<file path="src/rtl/ysyx_lsu_store_axi.sv">
// Store write master: takes one committed store from the store queue head,
// lane-aligns data/strobes onto the 32-bit bus, runs the AW/W/B handshakes
// and returns a completion pulse (with error code) so the head can retire.
//
// state | meaning
// ------+------------------------------------------------------------
// IDLE  | waiting for a store; req_ready high (low for one cycle after done)
// SEND  | AW and W offered independently until both have handshaked
// RESP  | bready high, waiting for B; watchdog counts missing response
// FAIL  | misaligned/illegal-size store, reported without bus activity
module ysyx_lsu_store_axi #(
  parameter int XLEN      = 32,
  parameter int TIMEOUT_W = 10
) (
  input  logic            clock,
  input  logic            reset,
  input  logic            req_valid,
  output logic            req_ready,
  input  logic [XLEN-1:0] req_addr,
  input  logic [XLEN-1:0] req_data,
  input  logic [1:0]      req_size,
  output logic            done,
  output logic            err,
  output logic [1:0]      err_code,
  output logic            awvalid,
  input  logic            awready,
  output logic [XLEN-1:0] awaddr,
  output logic            wvalid,
  input  logic            wready,
  output logic [XLEN-1:0] wdata,
  output logic [3:0]      wstrb,
  input  logic            bvalid,
  output logic            bready,
  input  logic [1:0]      bresp
);

  typedef enum logic [1:0] {IDLE, SEND, RESP, FAIL} state_t;

  state_t                state;
  logic [TIMEOUT_W-1:0]  wd_cnt;
  logic [TIMEOUT_W-1:0]  wd_next;
  logic                  misaligned;
  logic [3:0]            strb_al;
  logic [XLEN-1:0]       data_al;
  logic                  aw_ok;
  logic                  w_ok;

  // Lane alignment and legality of the incoming request.
  always_comb begin
    misaligned = (req_size == 2'd3) ||
                 ((req_size == 2'd1) && req_addr[0]) ||
                 ((req_size == 2'd2) && (req_addr[1:0] != 2'b00));
    strb_al    = 4'b1111;
    data_al    = req_data;
    case (req_size)
      2'd0: begin
        strb_al = 4'b0001 << req_addr[1:0];
        data_al = {4{req_data[7:0]}};
      end
      2'd1: begin
        strb_al = 4'b0011 << req_addr[1:0];
        data_al = {2{req_data[15:0]}};
      end
      default: begin
        strb_al = 4'b1111;
        data_al = req_data;
      end
    endcase
  end

  // A channel counts as done once its valid has dropped or it handshakes now.
  always_comb begin
    aw_ok   = !awvalid || awready;
    w_ok    = !wvalid || wready;
    wd_next = wd_cnt + TIMEOUT_W'(1);
  end

  // Sequencer with registered outputs; done/err pulse for a single cycle.
  always_ff @(posedge clock or negedge reset) begin
    if (!reset) begin
      state     <= IDLE;
      req_ready <= 1'b1;
      done      <= 1'b0;
      err       <= 1'b0;
      err_code  <= 2'd0;
      awvalid   <= 1'b0;
      awaddr    <= '0;
      wvalid    <= 1'b0;
      wdata     <= '0;
      wstrb     <= 4'b0000;
      bready    <= 1'b0;
      wd_cnt    <= '0;
    end else begin
      done     <= 1'b0;
      err      <= 1'b0;
      err_code <= 2'd0;
      case (state)
        IDLE: begin
          if (!req_ready) begin
            req_ready <= 1'b1;
          end else if (req_valid) begin
            req_ready <= 1'b0;
            if (misaligned) begin
              state <= FAIL;
            end else begin
              state   <= SEND;
              awvalid <= 1'b1;
              wvalid  <= 1'b1;
              awaddr  <= {req_addr[XLEN-1:2], 2'b00};
              wdata   <= data_al;
              wstrb   <= strb_al;
            end
          end
        end
        SEND: begin
          if (awvalid && awready) awvalid <= 1'b0;
          if (wvalid && wready)   wvalid  <= 1'b0;
          if (aw_ok && w_ok) begin
            state  <= RESP;
            bready <= 1'b1;
            wd_cnt <= '0;
          end
        end
        RESP: begin
          if (bvalid) begin
            state  <= IDLE;
            bready <= 1'b0;
            done   <= 1'b1;
            if (bresp != 2'b00) begin
              err      <= 1'b1;
              err_code <= 2'd2;
            end
          end else if (wd_next == '1) begin
            state    <= IDLE;
            bready   <= 1'b0;
            wd_cnt   <= wd_next;
            done     <= 1'b1;
            err      <= 1'b1;
            err_code <= 2'd3;
          end else begin
            wd_cnt <= wd_next;
          end
        end
        FAIL: begin
          state    <= IDLE;
          done     <= 1'b1;
          err      <= 1'b1;
          err_code <= 2'd1;
        end
        default: state <= IDLE;
      endcase
    end
  end

endmodule
</file>
<file path="config.mk">
export PLATFORM = sky130hd
export DESIGN_NAME = ysyx_lsu_store_axi
export DESIGN_NICKNAME = d
export VERILOG_FILES = /design/src/rtl/ysyx_lsu_store_axi.sv
export SDC_FILE = /design/constraint.sdc
export NUM_CORES = 1
export LEC_CHECK = 0
export ABC_CLOCK_PERIOD_IN_PS = 2700
export CAP_MARGIN = 20
export CORE_UTILIZATION = 40
export CTS_BUF_LIST = sky130_fd_sc_hd__clkbuf_16
export CTS_CLUSTER_DIAMETER = 120
export DETAILED_ROUTE_END_ITERATION = 8
export PLACE_DENSITY = 0.82
export SLEW_MARGIN = 40
export SYNTH_ARGS = -nofsm -noshare
export SYNTH_HDL_FRONTEND = slang
export SYNTH_SLANG_ARGS = --single-unit
</file>
<file path="constraint.sdc">
create_clock -name clock -period 2.7 [get_ports clock]
set_clock_uncertainty 0.05 [all_clocks]
set_input_delay 0.405 -clock clock [delete_from_list [all_inputs] [get_ports clock]]
set_output_delay 0.405 -clock clock [all_outputs]
set_load 0.1 [all_outputs]
</file>
==> impl_metrics.yaml <==
floorplan:
  top_level_ports: 150
  core_area_mm2: 0.00928
  chipHeight_um: 100
  die_area_mm2: 0.0101
  fp.dieW_um: 100
  std_cell_rows: 35
  start_util_pct: 41.7
sta:
  tightest_slew_ns: 0.585
  fin_crit_sh_pct: 78.0
  setup_tns_ns: 0
  period_minus_slack_ns: 2.11
  hold_slack_ns: 0.0221
  hold_violations: 0
  max_freq_mhz: 475
  rsz0062_at_grt: "no"
  setup-violations-final: 0
  slew_violations: 0
  relSlewSlack_pct: 61.0
synth:
  ys_types: 41
  syn_area_mm2: 0.00387
  syn_inst: 429
  async_flop_share_pct: 100
  synth_seq_area_share_pct: 55.7
  synth_flop_cell: "dfrtp_1"
  synth.avg_cell_area_um2: 9.02
  ys_warn_count: 0
  ys_ff_latch: 86
  synth_edf_count: 0
route:
  num_vias: 3499
  dr.pass1.iters: 4
  wl_mm: 9.82
  wire_per_inst_um: 13.9
  vias_per_cell: 4.96
  drc: 0
  drtIter0Drc: 130
  postRouteAntennaNets: 0
finish:
  num-fill-cells: 813
  nets: 647
  syn_to_final_growth_pct: 44.9
  drive_gt1_share_pct: 18.6
  n_antenna_cell: 0
global_routing:
  grt_overflow: 0
  grt_pass1_vias: 3413
  grt_use_total_pct: 20.0
  antenna_found_initial: 0
  grt_pass1_wl_mm: 15.7
  grt_max_degree: 66
worst_setup_path:
  crit_path_max_incr_delay_ns: 0.53
  r2r_cells: 5
  crit_slowest_cell: "or3_2"
  cp_top_family: "simple AND/OR/NAND/NOR gates"
  path_class: "input port to flip-flop"
  critPathLaunchType: "input port"
  worstSetupEndpointType: "flip-flop"
  r2r-end: "state[1]"
  r2r_slack_ns: 0.65
  cp_data_required_time_ns: 2.84
  path_cells: "clkdlybuf4s50_1 > nor3_1 > o21bai_1 > or3_2 > buf_12 > nand2_1 > o21ai_0"
  arrival_ns: 2.25
  rr_startpoint: "wd_cnt[0]"
  crit_buf_inv: 2
  cp_max_fo: 65
cts:
  htree_levels: 3
  clk_path_buf_depth: 2
  numCtsBuffers: 9
  cts_sinks: 86
  cts.clk_slew.worst_paths_ns: 0.07
  postCtsSetupBuffers: 0
  cts-root-buf: "clkbuf_16"
  cts_tree: "yes"
  cts_resized: 0
  clk_latency_ns: 0.33
  ctsHoldBuffers: 0
run_status:
  status: "finished, final reports clean"
placement:
  dp_hpwl_mm: 7.15
  io_buffer_count: 147
  gp_congestion: 0.809
min_path:
  hold_class: "input port to asynchronous set/reset pin"
job:
  drv_cap: 0
==> layout make-up <==
type / instances / area, um^2 / share of cell area [%]
Inverter: 8 / 30.0 / 0.536
Tap cell: 129 / 161 / 2.88
Clock buffer: 9 / 225 / 4.02
Multi-Input combinational cell: 310 / 1590 / 28.3
Sequential cell: 86 / 2150 / 38.4
Timing Repair Buffer: 156 / 1380 / 24.6
Clock inverter: 7 / 72.6 / 1.29
==> layer usage <==
metal	part of all wire, %	up-vias	GRT usage, %
li1	-	1693	-
met1	43	1657	24.4
met2	48	132	33.8
met3	7.0	17	4.94
met4	1.8	0	8.25
met5	0	-	0
==> cells in the final DEF, fill, tap and decap left out, types with 2 or more instances in the layout <==
cell type and count:
dfrtp_1 85, inv_6 2, o21ai_0 43, nand3_1 4, buf_4 82, nor2b_1 3
a21oi_1 14, clkdlybuf4s50_1 72, nand4_1 2, a22o_1 2, conb_1 2, o21bai_1 2
clkbuf_16 9, nor3_1 2, a31oi_1 5, mux2i_1 24, nand2_1 155, o41ai_1 2
buf_12 2, inv_1 9, ha_1 2, xor2_1 3, nor2_1 25
==> flip-flops by register name, indices dropped and copies added, names as in the netlist <==
| register | count |
|---|---|
| awaddr | 30 |
| awvalid | 1 |
| bready | 1 |
| done | 1 |
| err | 1 |
| err_code | 2 |
| req_ready | 1 |
| state | 2 |
| wd_cnt | 10 |
| wdata | 32 |
| wstrb | 4 |
| wvalid | 1 |
==> cell usage after synthesis (all sizes together) (2+ instances only) <==
| cell | number | area [um^2] |
|---|---|---|
| buf | 8 | 43.8 |
| xor2 | 3 | 26.3 |
| nor2b | 3 | 18.8 |
| nor2 | 26 | 97.6 |
| clkbuf | 18 | 67.6 |
| nand2 | 155 | 582 |
| a31oi | 5 | 31.3 |
| inv | 8 | 30.0 |
| a21oi | 14 | 70.1 |
| nor3 | 4 | 30.0 |
| dfrtp | 85 | 2130 |
| nand3 | 5 | 37.5 |
| mux2i | 24 | 240 |
| nand4 | 2 | 12.5 |
| o21ai | 43 | 215 |
| a22o | 2 | 17.5 |
| o41ai | 2 | 17.5 |
| ha | 2 | 25.0 |
| o21bai | 2 | 15.0 |
==> per-stage QoR <==
step | area [um^2] | cells | setup slack (ns) | utilization (%)
after global routing | 5610 | 705 | 0.488 | 60.4
after floorplan | 3870 | 430 | 0.588 | -
after global placement | 5310 | 689 | 0.362 | 57.1
after detailed placement | 5310 | 689 | 0.261 | 57.2
final | 5610 | 705 | 0.593 | 60.4
after CTS | 5610 | 705 | 0.609 | 60.4
==> how the worst max path moves through the flow <==
stage	startpoint	end	slack (ns)	depth (start not counted)
global placement	req_addr[0]	wdata[8]	0.36	7
global route	req_addr[0]	wdata[29]	0.49	7
floorplan	req_ready	awaddr[10]	0.59	7
detailed placement	req_addr[0]	wdata[29]	0.26	6
finish	req_addr[0]	wdata[29]	0.59	7
CTS	req_addr[0]	wdata[29]	0.61	6
==> cells by family after synthesis <==
logic type	count (synthesis)	share of synthesized area [%]
multiplexers	25	6.50
buffers and inverters	34	3.66
flip-flops	86	55.7
AND/OR/NAND/NOR	201	21.2
AO/OA/AOI/OAI	76	11.3
adder cells (fa/ha/maj)	2	0.647
XOR/XNOR	4	0.906
other	1	0.0970
Power is not shown: default switching activity piles up to over one toggle a cycle in this logic, so the estimate is an artifact.
